[config.mk]
export PLATFORM = sky130hd
export DESIGN_NAME = qoa_spi_slave
export DESIGN_NICKNAME = d
export VERILOG_FILES = /design/src/rtl/qoa_spi_pkg.sv /design/src/rtl/qoa_spi_sync_edge.sv /design/src/rtl/qoa_spi_slave.sv
export SDC_FILE = /design/constraint.sdc
export NUM_CORES = 1
export LEC_CHECK = 0
export BUFFER_PORTS_ARGS = -buffer_cell sky130_fd_sc_hd__buf_2
export CORE_UTILIZATION = 50
export DETAILED_ROUTE_END_ITERATION = 16
export GPL_ROUTABILITY_DRIVEN = 0
export PLACE_DENSITY = 0.81
export SETUP_SLACK_MARGIN = 0.05
export SLEW_MARGIN = 25
export SYNTH_ARGS = -nofsm -noshare
export SYNTH_HDL_FRONTEND = slang
export SYNTH_SLANG_ARGS = --single-unit
[constraint.sdc]
create_clock -name clk -period 1.75 [get_ports clk]
set_input_delay 0.175 -clock clk [delete_from_list [all_inputs] [get_ports clk]]
set_output_delay 0.175 -clock clk [all_outputs]
set_load 0.05 [all_outputs]
[src/rtl/qoa_spi_pkg.sv]
// Shared types and constants for the QOA host-link SPI slave.
// FSM state encoding, SPI mode constants, default synchroniser depth.
package qoa_spi_pkg;

  typedef enum logic {
    ST_IDLE   = 1'b0,
    ST_ACTIVE = 1'b1
  } state_e;

  localparam int CPOL_IDLE_LOW  = 0;
  localparam int CPOL_IDLE_HIGH = 1;
  localparam int CPHA_LEAD      = 0;
  localparam int CPHA_TRAIL     = 1;

  localparam int SYNC_STAGES_DEF = 2;

endpackage

[src/rtl/qoa_spi_sync_edge.sv]
// Multi-stage synchroniser with registered rise/fall pulses.
// Ports: clk, rst_n, i_d (async pin), o_rise, o_fall (1-clk pulses).
module qoa_sync_edge
  import qoa_spi_pkg::*;
#(
  parameter int   STAGES  = SYNC_STAGES_DEF,
  parameter logic RST_VAL = 1'b0
) (
  input  logic clk,
  input  logic rst_n,
  input  logic i_d,
  output logic o_rise,
  output logic o_fall
);

  logic [STAGES-1:0] r_sync;
  logic              r_prev;
  logic              r_rise;
  logic              r_fall;
  logic              w_q;

  assign w_q    = r_sync[STAGES-1];
  assign o_rise = r_rise;
  assign o_fall = r_fall;

  always_ff @(posedge clk or negedge rst_n) begin
    if (!rst_n) begin
      r_sync <= {STAGES{RST_VAL}};
      r_prev <= RST_VAL;
      r_rise <= 1'b0;
      r_fall <= 1'b0;
    end else begin
      r_sync <= {r_sync[STAGES-2:0], i_d};
      r_prev <= w_q;
      r_rise <= w_q & ~r_prev;
      r_fall <= ~w_q & r_prev;
    end
  end

endmodule

[src/rtl/qoa_spi_slave.sv]
// Oversampled single-clock SPI slave, all four modes, RX valid/ready,
// one-entry TX buffer. Ports: SPI pins, rx_*, tx_*, busy_o.
module qoa_spi_slave
  import qoa_spi_pkg::*;
#(
  parameter int DATA_W      = 8,
  parameter int CPOL        = CPOL_IDLE_LOW,
  parameter int CPHA        = CPHA_LEAD,
  parameter int SYNC_STAGES = SYNC_STAGES_DEF
) (
  input  logic              clk,
  input  logic              rst_n,
  input  logic              sclk_i,
  input  logic              cs_n_i,
  input  logic              mosi_i,
  output logic              miso_o,
  output logic              miso_oe_o,
  output logic [DATA_W-1:0] rx_data_o,
  output logic              rx_valid_o,
  input  logic              rx_ready_i,
  output logic              rx_overrun_o,
  input  logic [DATA_W-1:0] tx_data_i,
  input  logic              tx_valid_i,
  output logic              tx_ready_o,
  output logic              tx_underrun_o,
  output logic              busy_o
);

  localparam int CW =
    ($clog2(DATA_W) > 1) ? $clog2(DATA_W) : 1;
  localparam logic [CW-1:0] LAST = CW'(DATA_W - 1);
  localparam logic LP_IDLE  = (CPOL != 0);
  localparam logic LP_CPHA1 = (CPHA != 0);

  state_e            r_state;
  logic [DATA_W-1:0] r_tx_shift;
  logic [DATA_W-1:0] r_rx_shift;
  logic [DATA_W-1:0] r_rx_data;
  logic [DATA_W-1:0] r_tx_buf;
  logic [CW-1:0]     r_bit_cnt;
  logic              r_rx_valid;
  logic              r_rx_ovr;
  logic              r_tx_full;
  logic              r_tx_udr;
  logic              r_reload_pend;
  logic              r_first;
  logic [SYNC_STAGES-1:0] r_mosi_sync;

  logic w_sclk_rise;
  logic w_sclk_fall;
  logic w_cs_rise;
  logic w_cs_fall;
  logic w_lead;
  logic w_trail;
  logic w_sample;
  logic w_shift;
  logic w_done;
  logic w_reload;
  logic w_mosi;
  logic w_tx_wr;
  logic w_rx_rd;

  qoa_sync_edge #(
    .STAGES  (SYNC_STAGES),
    .RST_VAL (LP_IDLE)
  ) u_sclk_sync (
    .clk    (clk),
    .rst_n  (rst_n),
    .i_d    (sclk_i),
    .o_rise (w_sclk_rise),
    .o_fall (w_sclk_fall)
  );

  qoa_sync_edge #(
    .STAGES  (SYNC_STAGES),
    .RST_VAL (1'b1)
  ) u_cs_sync (
    .clk    (clk),
    .rst_n  (rst_n),
    .i_d    (cs_n_i),
    .o_rise (w_cs_rise),
    .o_fall (w_cs_fall)
  );

  always_ff @(posedge clk or negedge rst_n) begin
    if (!rst_n) begin
      r_mosi_sync <= '0;
    end else begin
      r_mosi_sync <= {r_mosi_sync[SYNC_STAGES-2:0], mosi_i};
    end
  end

  assign w_mosi   = r_mosi_sync[SYNC_STAGES-1];
  assign w_lead   = LP_IDLE ? w_sclk_fall : w_sclk_rise;
  assign w_trail  = LP_IDLE ? w_sclk_rise : w_sclk_fall;
  assign w_sample = LP_CPHA1 ? w_trail : w_lead;
  assign w_shift  = LP_CPHA1 ? w_lead : w_trail;
  assign w_done   = w_sample && (r_bit_cnt == LAST);
  assign w_tx_wr  = tx_valid_i && !r_tx_full;
  assign w_rx_rd  = r_rx_valid && rx_ready_i;

  // CPHA=0 reloads on the first shift edge after a word, CPHA=1 on
  // the sample edge that completes it; both reload at cs_n assert.
  assign w_reload = (r_state == ST_IDLE) ? w_cs_fall :
    (!w_cs_rise && (LP_CPHA1 ? w_done : (w_shift && r_reload_pend)));

  always_ff @(posedge clk or negedge rst_n) begin
    if (!rst_n) begin
      r_state       <= ST_IDLE;
      r_tx_shift    <= '0;
      r_rx_shift    <= '0;
      r_rx_data     <= '0;
      r_tx_buf      <= '0;
      r_bit_cnt     <= '0;
      r_rx_valid    <= 1'b0;
      r_rx_ovr      <= 1'b0;
      r_tx_full     <= 1'b0;
      r_tx_udr      <= 1'b0;
      r_reload_pend <= 1'b0;
      r_first       <= 1'b0;
    end else begin
      r_rx_ovr <= 1'b0;
      r_tx_udr <= 1'b0;
      if (w_tx_wr) begin
        r_tx_buf  <= tx_data_i;
        r_tx_full <= 1'b1;
      end
      if (w_rx_rd) begin
        r_rx_valid <= 1'b0;
      end
      case (r_state)
        ST_IDLE: begin
          if (w_cs_fall) begin
            r_state       <= ST_ACTIVE;
            r_bit_cnt     <= '0;
            r_first       <= 1'b1;
            r_reload_pend <= 1'b0;
          end
        end
        ST_ACTIVE: begin
          if (w_cs_rise) begin
            r_state       <= ST_IDLE;
            r_tx_shift    <= '0;
            r_rx_shift    <= '0;
            r_bit_cnt     <= '0;
            r_reload_pend <= 1'b0;
            r_first       <= 1'b0;
          end else begin
            if (w_sample) begin
              r_rx_shift <= {r_rx_shift[DATA_W-2:0], w_mosi};
              r_bit_cnt  <= w_done ? '0 : r_bit_cnt + 1'b1;
              if (w_done) begin
                if (!r_rx_valid || rx_ready_i) begin
                  r_rx_data  <= {r_rx_shift[DATA_W-2:0], w_mosi};
                  r_rx_valid <= 1'b1;
                end else begin
                  r_rx_ovr <= 1'b1;
                end
                if (LP_CPHA1) begin
                  r_first <= 1'b1;
                end else begin
                  r_reload_pend <= 1'b1;
                end
              end
            end
            if (w_shift) begin
              if (!LP_CPHA1 && r_reload_pend) begin
                r_reload_pend <= 1'b0;
              end else if (LP_CPHA1 && r_first) begin
                // keep the MSB on miso through the first sample
                r_first <= 1'b0;
              end else begin
                r_tx_shift <= {r_tx_shift[DATA_W-2:0], 1'b0};
              end
            end
          end
        end
        default: r_state <= ST_IDLE;
      endcase
      if (w_reload) begin
        if (r_tx_full) begin
          r_tx_shift <= r_tx_buf;
          r_tx_full  <= 1'b0;
        end else begin
          r_tx_shift <= '0;
          r_tx_udr   <= 1'b1;
        end
      end
    end
  end

  assign miso_o        = r_tx_shift[DATA_W-1];
  assign miso_oe_o     = (r_state == ST_ACTIVE);
  assign busy_o        = (r_state == ST_ACTIVE);
  assign rx_data_o     = r_rx_data;
  assign rx_valid_o    = r_rx_valid;
  assign rx_overrun_o  = r_rx_ovr;
  assign tx_ready_o    = ~r_tx_full;
  assign tx_underrun_o = r_tx_udr;

endmodule

==> run metrics, run 1 <==
R2R Setup Slk 0.12 ns; initial drt markers 68; die area 4524 sq um; Arr. time, crit path 1.82 ns; gate count of the mapped netlist 173; DR vias/cell 5.550; # setup viols final 0; fraction of layout cells with a size suffix above 1 0.3221; core area 4058 sq um; reg2reg path depth 6; PortBufs 29; Via Count 1432; reg-to-reg endpoint rx_data_o[0]$_DFFE_PN0P_; Overall Power 3.296 mW; Worst path depth 6; grt total ovfl 0; fin cells 258; router iterations before antenna repair 4; Synth Area in Compound Gates 0.1246; Initial Util 0.5248; power per cell area 1317 nW/um^2; setup bufs post-CTS 0; clk buf depth 2; RSZ-0062 raised after global routing false; Critical Path RT 1.94 ns; first-pass GRT wire length 6.134 mm; final max-slew violation count 0; cell family with most CP delay flip-flops; critical path endpoint rx_data_o[0]$_DFFE_PN0P_; Syn Area/Cell 12.31 sq um; fin crit period 1.629 ns; leading area contributor after synthesis dfrtp_1; Critical Path Fanout Max 8; Ports 30; VDD IR max 0.7352 mV; Setup crit start r_bit_cnt[0]$_DFFE_PN0P_; # diodes 0; Fin Setup TNS 0 ns; slowest CP cell dfrtp_1; Final Cell Area 2502 sq um; chip height 67.26 um; Max Clk Rate 0.6138 GHz; startpoint types flip-flop; clock sink total 52; hold path start tx_data_i[3]; hold crit path type in -> reg; Syn Std Cell Area 2130 sq um; die span in x 67.26 um; top cell type's share of synthesized area 0.5758; number of global-route vias before repair 1441; row cnt 23; XOR/XNOR Fraction of Synth Area 0; worst path cell trace ha_2, ha_4, nand4b_1, nor2b_1, buf_4, mux2_2; area post-placement 2340 sq um; outcome finished clean; # nets final 224; Syn-to-layout area delta 17.51%; post-synthesis mux area share 0.09401; Synth Area in Adders 0.01175; library cells used by synthesis 32; fin util 0.6167; # H-tree levels 2; dpl hpwl 2.631 mm; Seq cells post-synth 52; Synth area leaders dfrtp_1, mux2_2, dfstp_2; largest family of logic cells by synthesized area compound AO/OA/AOI/OAI gates; Global Route Usage Sum 0.1876; Critical R2R Launch r_bit_cnt[0]$_DFFE_PN0P_; residual DRC count 0; clock slew at reported path FFs 0.09 ns; post-synthesis simple-gate area fraction 0.1110; worst setup margin 0.1209 ns; max_cap viols 0; TritonCTS Buffers 5; CTS root buffer clkbuf_8; Slew @ Worst Pin 0.5240 ns; routed wire length 3.765 mm; Post-Syn Nets 190; hold slack 0.1097 ns; Leak 1.172 nW; initial antenna violation count 0; Placement Setup Slack 0.1322 ns; final hold vios 0; Buffers & Inverters on Critical Path 1; CTS tree yes; CP peak stage delay 0.40 ns; CP Capture Type flip-flop; period utilization 0.9309; CP Class reg -> reg; antenna-violating nets left 0; synth warn 0; Placed Instances 246; Avg WL per Cell 14.59 um; sequential cell area fraction in the yosys report 0.6128; pin count of the biggest net entering global routing 24; Slew HR 0.6499; Worst-Skew Late Latency 0.30 ns; Layout Skew 0.007947 ns
power breakdown:
part | internal [mW] | switching [mW]
logic | 0.348 | 0.409
registers | 1.50 | 0.248
clock network | 0.424 | 0.364
total | 2.28 | 1.02
worst register-to-register path, stage by stage, from the launching register on:
cell and delay, ns:
dfrtp_1 0.40, ha_2 0.21, ha_4 0.13, nand4b_1 0.12
nor2b_1 0.13, buf_4 0.17, mux2_2 0.35
cell usage in the layout (no fill, tap or decap), types with 5 or more instances in the layout:
master,Yosys,layout
dfrtp_1,49,48
buf_2,3,29
mux2_2,16,16
a21oi_1,9,9
inv_1,8,8
nand4b_1,8,8
nor2b_1,7,7
o211ai_1,7,7
a31oi_1,7,7
o22ai_1,7,7
nand2_1,6,6
a22oi_1,6,6
buf_4,1,6
clkbuf_8,0,5
state kept, by name, summed over array words and instances (netlist names):
register and count:
busy_o 1, r_bit_cnt 3, r_mosi_sync 2, r_reload_pend 1
r_rx_shift 7, r_tx_buf 8, r_tx_full 1, r_tx_shift 8
rx_data_o 8, rx_overrun_o 1, rx_valid_o 1, tx_underrun_o 1
u_cs_sync.o_fall 1, u_cs_sync.o_rise 1, u_cs_sync.r_prev 1, u_cs_sync.r_sync 2
u_sclk_sync.o_fall 1, u_sclk_sync.o_rise 1, u_sclk_sync.r_prev 1, u_sclk_sync.r_sync 2
routing by layer:
layer  track usage  wire (um)  vias to the layer above  part of all wire
met4        0.1037         69                        0             0.018
met3       0.04392        145                        7             0.039
met1        0.2356       1698                      713              0.45
met2        0.2988       1852                       25              0.49
li1              -          -                      687                 -
met5             0          0                        -                 0
logic make-up (layout without fill, tap and decap cells):
family	count (synthesis)	count (layout)
adder cells (fa/ha/maj)	2	2
flip-flops	52	52
AND/OR/NAND/NOR	37	37
buffers and inverters	22	57
AO/OA/AOI/OAI	42	42
multiplexers	18	18
Yosys cell counts:
| cell type | number |
|---|---|
| nand3_1 | 2 |
| a22oi_1 | 6 |
| and4b_1 | 1 |
| nand2_1 | 6 |
| a21o_1 | 1 |
| o22ai_1 | 7 |
| buf_2 | 3 |
| a31oi_1 | 7 |
| inv_1 | 8 |
| and3b_1 | 1 |
| nor2_1 | 4 |
| a21oi_1 | 9 |
| dfstp_2 | 3 |
| mux2i_1 | 2 |
| dfrtp_1 | 49 |
| and2_1 | 1 |
| o211ai_1 | 7 |
| nand2b_1 | 3 |
| o31ai_1 | 1 |
| ha_1 | 2 |
| o21ai_0 | 4 |
| clkinv_1 | 1 |
| nand4b_1 | 8 |
| and2_4 | 1 |
| clkbuf_1 | 8 |
| mux2_2 | 16 |
| nor3b_1 | 1 |
| buf_4 | 1 |
| buf_6 | 1 |
| or3b_1 | 1 |
| or2_2 | 1 |
| nor2b_1 | 7 |
repair_timing:
action	CTS	global route
endpoints found under the setup margin	0	8
gates resized for setup	0	3
hold buffers	4	0
hold endpoints to repair	18	0
layout make-up:
type / instances / area, sq um
fillers: 328 / 1555
flip-flops and latches: 52 / 1306
multi-input cells: 99 / 742.0
repair buffers: 40 / 250.2
clock buffers: 6 / 72.57
well taps: 50 / 62.56
clock inverters: 2 / 35.03
inverters: 9 / 33.78
worst min-delay path by stage:
stage / to / cells after the start
floorplan: busy_o$_DFF_PN0_ / 0
global placement: r_tx_buf[4]$_DFFE_PN0P_ / 1
detailed placement: r_tx_buf[4]$_DFFE_PN0P_ / 1
CTS: r_tx_buf[7]$_DFFE_PN0P_ / 2
global route: r_tx_buf[3]$_DFFE_PN0P_ / 2
finish: r_tx_buf[3]$_DFFE_PN0P_ / 2
Note: power is estimated with default switching activity, not from simulation.
==> run 2, diff against run 1 <==
Settings changed: CORE_MARGIN set to 2, SETUP_SLACK_MARGIN 0.05 to 0.3, SKIP_CTS_REPAIR_TIMING set to 1.
==> run 2 against run 1 <==
  * Fmax down 3.1%
  * Utilization is 1.9 points higher
  * Combinational power is 9.2% higher
  * Clock skew grew 0.0034 ns
  * Routed wire length increased by 6.2%
  * Design area increased by 3.0%
  * Largest cell class unchanged
  * First-iteration DRC count rose by 15%
  * Sequential share of layout area decreased by 1.5 points
  * Flip-flop and latch count unchanged
  * Clock power rose by 2.7%
  * Cell count increased by 1.9%
  * Critical endpoint is now rx_data_o[2]$_DFFE_PN0P_
  * Largest power group unchanged
==> run metrics, run 2 (synthesized netlist as in run 1, its figures left out) <==
initial drt markers 78; Worst path depth 6; dpl hpwl 2.610 mm; chip height 69.26 um; most common cell after layout, fill and taps aside dfrtp_1; Layout Skew 0.01136 ns; router iterations before antenna repair 4; power per cell area 1305 nW/um^2; reg-to-reg endpoint rx_data_o[2]$_DFFE_PN0P_; CP Capture Type flip-flop; fillers 303; Ports 30; Setup crit start r_bit_cnt[0]$_DFFE_PN0P_; CTS root buffer clkbuf_8; R2R Setup Slk 0.07 ns; routed wire length 3.997 mm; Buffers & Inverters on Critical Path 1; period utilization 0.9607; Final Cell Area 2579 sq um; Critical Path RT 1.94 ns; most frequent cells in the layout dfrtp_1, buf_2, buf_4; Slew @ Worst Pin 0.3302 ns; number of global-route vias before repair 1424; residual DRC count 0; Critical Path Fanout Max 8; Overall Power 3.364 mW; Critical R2R Launch r_bit_cnt[0]$_DFFE_PN0P_; Placed Instances 247; critical path endpoint rx_data_o[2]$_DFFE_PN0P_; Avg WL per Cell 15.20 um; # setup viols final 0; die area 4797 sq um; RSZ-0062 raised after global routing true; Arr. time, crit path 1.87 ns; clk buf depth 2; Via Count 1462; die span in x 69.26 um; area post-placement 2335 sq um; fraction of layout cells with a size suffix above 1 0.3615; reg2reg path depth 6; first-pass GRT wire length 6.665 mm; fin cells 263; final hold vios 0; clock slew at reported path FFs 0.10 ns; DR vias/cell 5.559; final max-slew violation count 0; antenna-violating nets left 0; Slew HR 0.7798; max_cap viols 0; CTS tree yes; startpoint types flip-flop; Global Route Usage Sum 0.1747; fin crit period 1.681 ns; CP peak stage delay 0.41 ns; row cnt 23; pin count of the biggest net entering global routing 28; # nets final 229; hold crit path type in -> reg; Initial Util 0.5248; # diodes 0; Fin Setup TNS 0 ns; # H-tree levels 2; Syn-to-layout area delta 21.09%; worst path cell trace ha_2, ha_4, nand4b_1, nor2b_2, buf_6, mux2_4; TritonCTS Buffers 5; Leak 1.202 nW; cell family with most CP delay flip-flops; CP Class reg -> reg; grt total ovfl 0; outcome finished clean; Worst-Skew Late Latency 0.31 ns; initial antenna violation count 0; slowest CP cell dfrtp_1; fin util 0.6355; clock sink total 52; Max Clk Rate 0.5948 GHz; PortBufs 29; core area 4058 sq um; VDD IR max 0.6595 mV
-- run 2: changes by cell type in the layout (fill, tap and decap cells not counted), sizes merged --
cell	change
buf	+3
clkbuf	+1
clkinvlp	+1
-- run 2: layout make-up --
cell class                      count  area [sq um]  share of cell area
Multi-Input combinational cell     99         779.5              0.3023
Sequential cell                    52          1308              0.5070
Tap cell                           50         62.56             0.02426
Clock buffer                        5         68.82             0.02669
Clock inverter                      3         42.54             0.01650
Timing Repair Buffer               45         284.0              0.1101
Inverter                            9         33.78             0.01310
-- run 2: per-layer routing --
layer | vias to the layer above | global-route usage | wire, um
met5 | - | 0 | 0
met4 | 0 | 0.05229 | 73
met3 | 9 | 0.05669 | 214
met2 | 46 | 0.2650 | 1857
met1 | 712 | 0.2417 | 1852
li1 | 695 | - | -
-- run 2: worst reg2reg max path, delay by kind of cell, from the launching register on --
kind | cells | cell delay (ns)
muxes | 1 | 0.31
buffers and inverters | 1 | 0.18
DFF | 1 | 0.41
and+or+nand+nor | 2 | 0.31
adders and majority gates | 2 | 0.34
-- run 2: per-stage QoR --
stage / worst slack [ns] / hold slack [ns]
2_1_floorplan: 0.1900 / -0.1206
3_3_place_gp: 0.1848 / -0.03450
3_5_place_dp: 0.1139 / -0.02887
4_1_cts: 0.08971 / -0.3575
5_1_grt: 0.03292 / 0.1002
6_report: 0.06884 / 0.09990
-- run 2: how the worst min path moves through the flow --
stage / from / to / slack, ns / depth (start not counted)
2_1_floorplan: rst_n / busy_o$_DFF_PN0_ / -0.12 / 0
3_3_place_gp: rst_n / r_tx_buf[2]$_DFFE_PN0P_ / -0.03 / 1
3_5_place_dp: rst_n / r_tx_buf[2]$_DFFE_PN0P_ / -0.03 / 1
4_1_cts: rst_n / r_tx_buf[2]$_DFFE_PN0P_ / -0.36 / 1
5_1_grt: tx_data_i[0] / r_tx_buf[0]$_DFFE_PN0P_ / 0.10 / 2
6_report: tx_data_i[4] / r_tx_buf[4]$_DFFE_PN0P_ / 0.1 / 2
-- run 2: where the power goes --
| group | switching (mW) | leakage, nW | internal (mW) | total, mW |
|---|---|---|---|---|
| Clock | 0.386 | 0.0541 | 0.423 | 0.809 |
| Sequential | 0.225 | 0.642 | 1.50 | 1.73 |
| Combinational | 0.453 | 0.505 | 0.375 | 0.827 |
==> run 3, diff against run 2 <==
Settings changed: PLACE_DENSITY 0.81 to 0.71.
==> run 3 against run 2 <==
  * Count of clock-buffer cells in the layout unchanged
  * Clock skew down 0.0065 ns
  * Critical path type unchanged
  * Design area up 0.39%
  * Hold slack worse by 0.0039 ns
  * Via count down 1.1%
  * Utilization up 0.25 points
  * Highest routed layer unchanged
  * Die area unchanged
  * Clock power up 1%
  * Sequential power about the same
  * Largest power group unchanged
  * Critical endpoint is now rx_data_o[1]$_DFFE_PN0P_
==> run metrics, run 3 (synthesized netlist as in run 1, its figures left out) <==
reg2reg path depth 6; Slew @ Worst Pin 0.5065 ns; startpoint types flip-flop; # H-tree levels 2; Critical Path RT 1.94 ns; hold path start tx_data_i[4]; PortBufs 29; fillers 301; hold crit path type in -> reg; RSZ-0062 raised after global routing true; fraction of layout cells with a size suffix above 1 0.3615; clk buf depth 2; Placed Instances 246; Top Usage Layer GRT met2; max_cap viols 0; initial drt markers 148; most common cell after layout, fill and taps aside dfrtp_1; Slew HR 0.6623; grt total ovfl 0; number of global-route vias before repair 1439; Worst-Skew Late Latency 0.30 ns; antenna-violating nets left 0; Avg WL per Cell 14.96 um; R2R Setup Slk 0.16 ns; Arr. time, crit path 1.78 ns; pin count of the biggest net entering global routing 32; CP Class reg -> reg; CTS root buffer clkbuf_8; die span in x 69.26 um; final max-slew violation count 0; core area 4058 sq um; clock slew at reported path FFs 0.09 ns; residual DRC count 0; Final Cell Area 2589 sq um; Syn-to-layout area delta 21.56%; initial antenna violation count 0; router iterations before antenna repair 4; TritonCTS Buffers 5; most frequent cells in the layout dfrtp_1, buf_2, buf_4; DR vias/cell 5.498; CTS tree yes; VDD IR max 0.6742 mV; Ports 30; Via Count 1446; Overall Power 3.382 mW; reg-to-reg endpoint rx_data_o[1]$_DFFE_PN0P_; met1 Usage GRT 0.2222; first-pass GRT wire length 6.630 mm; hold slack 0.09600 ns; outcome finished clean; met2 track demand over resource 0.2746; met3 usage 0.04942; die area 4797 sq um; Fin Setup TNS 0 ns; # diodes 0; worst hold endpoint r_tx_buf[4]$_DFFE_PN0P_; Hold Crit Depth 2; Global Route Usage Sum 0.1705; # setup viols final 0; period utilization 0.9061; Initial Util 0.5248; CP Capture Type flip-flop; routed wire length 3.934 mm; Critical Path Fanout Max 8; Layout Skew 0.004896 ns; Max Clk Rate 0.6306 GHz; Critical R2R Launch r_bit_cnt[1]$_DFFE_PN0P_; power per cell area 1307 nW/um^2; area post-placement 2340 sq um; fin cells 263; # nets final 229; chip height 69.26 um; clock sink total 52; row cnt 23; Leak 1.203 nW; final hold vios 0; fin crit period 1.586 ns; dpl hpwl 2.710 mm
[run 3: power breakdown]
part           internal [mW]  total, mW  switching [mW]
clock network          0.431      0.821           0.390
logic                  0.381      0.834           0.454
registers               1.50       1.73           0.224
[run 3: final cells by class]
| class | instances | area [sq um] | share of cell area |
|---|---|---|---|
| clock inverter | 3 | 46.29 | 0.01788 |
| inverter | 9 | 33.78 | 0.01305 |
| clock buffer | 5 | 68.82 | 0.02658 |
| tap | 50 | 62.56 | 0.02417 |
| timing repair buffer | 45 | 291.5 | 0.1126 |
| multi-input combinational | 99 | 778.2 | 0.3006 |
| sequential | 52 | 1308 | 0.5051 |
[run 3: stage by stage]
stage / setup slack [ns] / utilization
final: 0.1643 / 0.6380
after global routing: 0.07949 / 0.6380
after CTS: 0.1010 / 0.6050
after detailed placement: 0.1129 / 0.5766
after global placement: 0.1958 / 0.5766
after floorplan: 0.1900 / -
[run 3: layer usage]
metal | up-vias | routed length [um]
li1 | 699 | -
met1 | 688 | 1788
met2 | 51 | 1889
met3 | 8 | 198
met4 | 0 | 57
met5 | - | 0
[run 3: critical path: stages, from the launching register on]
cell,delay (ns)
dfrtp_1,0.39
ha_2,0.20
ha_4,0.13
nand4b_1,0.11
nor2b_1,0.15
buf_6,0.18
mux2_4,0.31
[run 3: how the worst max path moves through the flow]
stage,start,end
floorplan,r_bit_cnt[0]$_DFFE_PN0P_,rx_data_o[0]$_DFFE_PN0P_
finish,r_bit_cnt[1]$_DFFE_PN0P_,rx_data_o[1]$_DFFE_PN0P_
CTS,r_bit_cnt[0]$_DFFE_PN0P_,rx_data_o[2]$_DFFE_PN0P_
detailed placement,r_bit_cnt[0]$_DFFE_PN0P_,rx_data_o[2]$_DFFE_PN0P_
global placement,r_bit_cnt[0]$_DFFE_PN0P_,rx_data_o[0]$_DFFE_PN0P_
global route,r_bit_cnt[1]$_DFFE_PN0P_,rx_data_o[1]$_DFFE_PN0P_
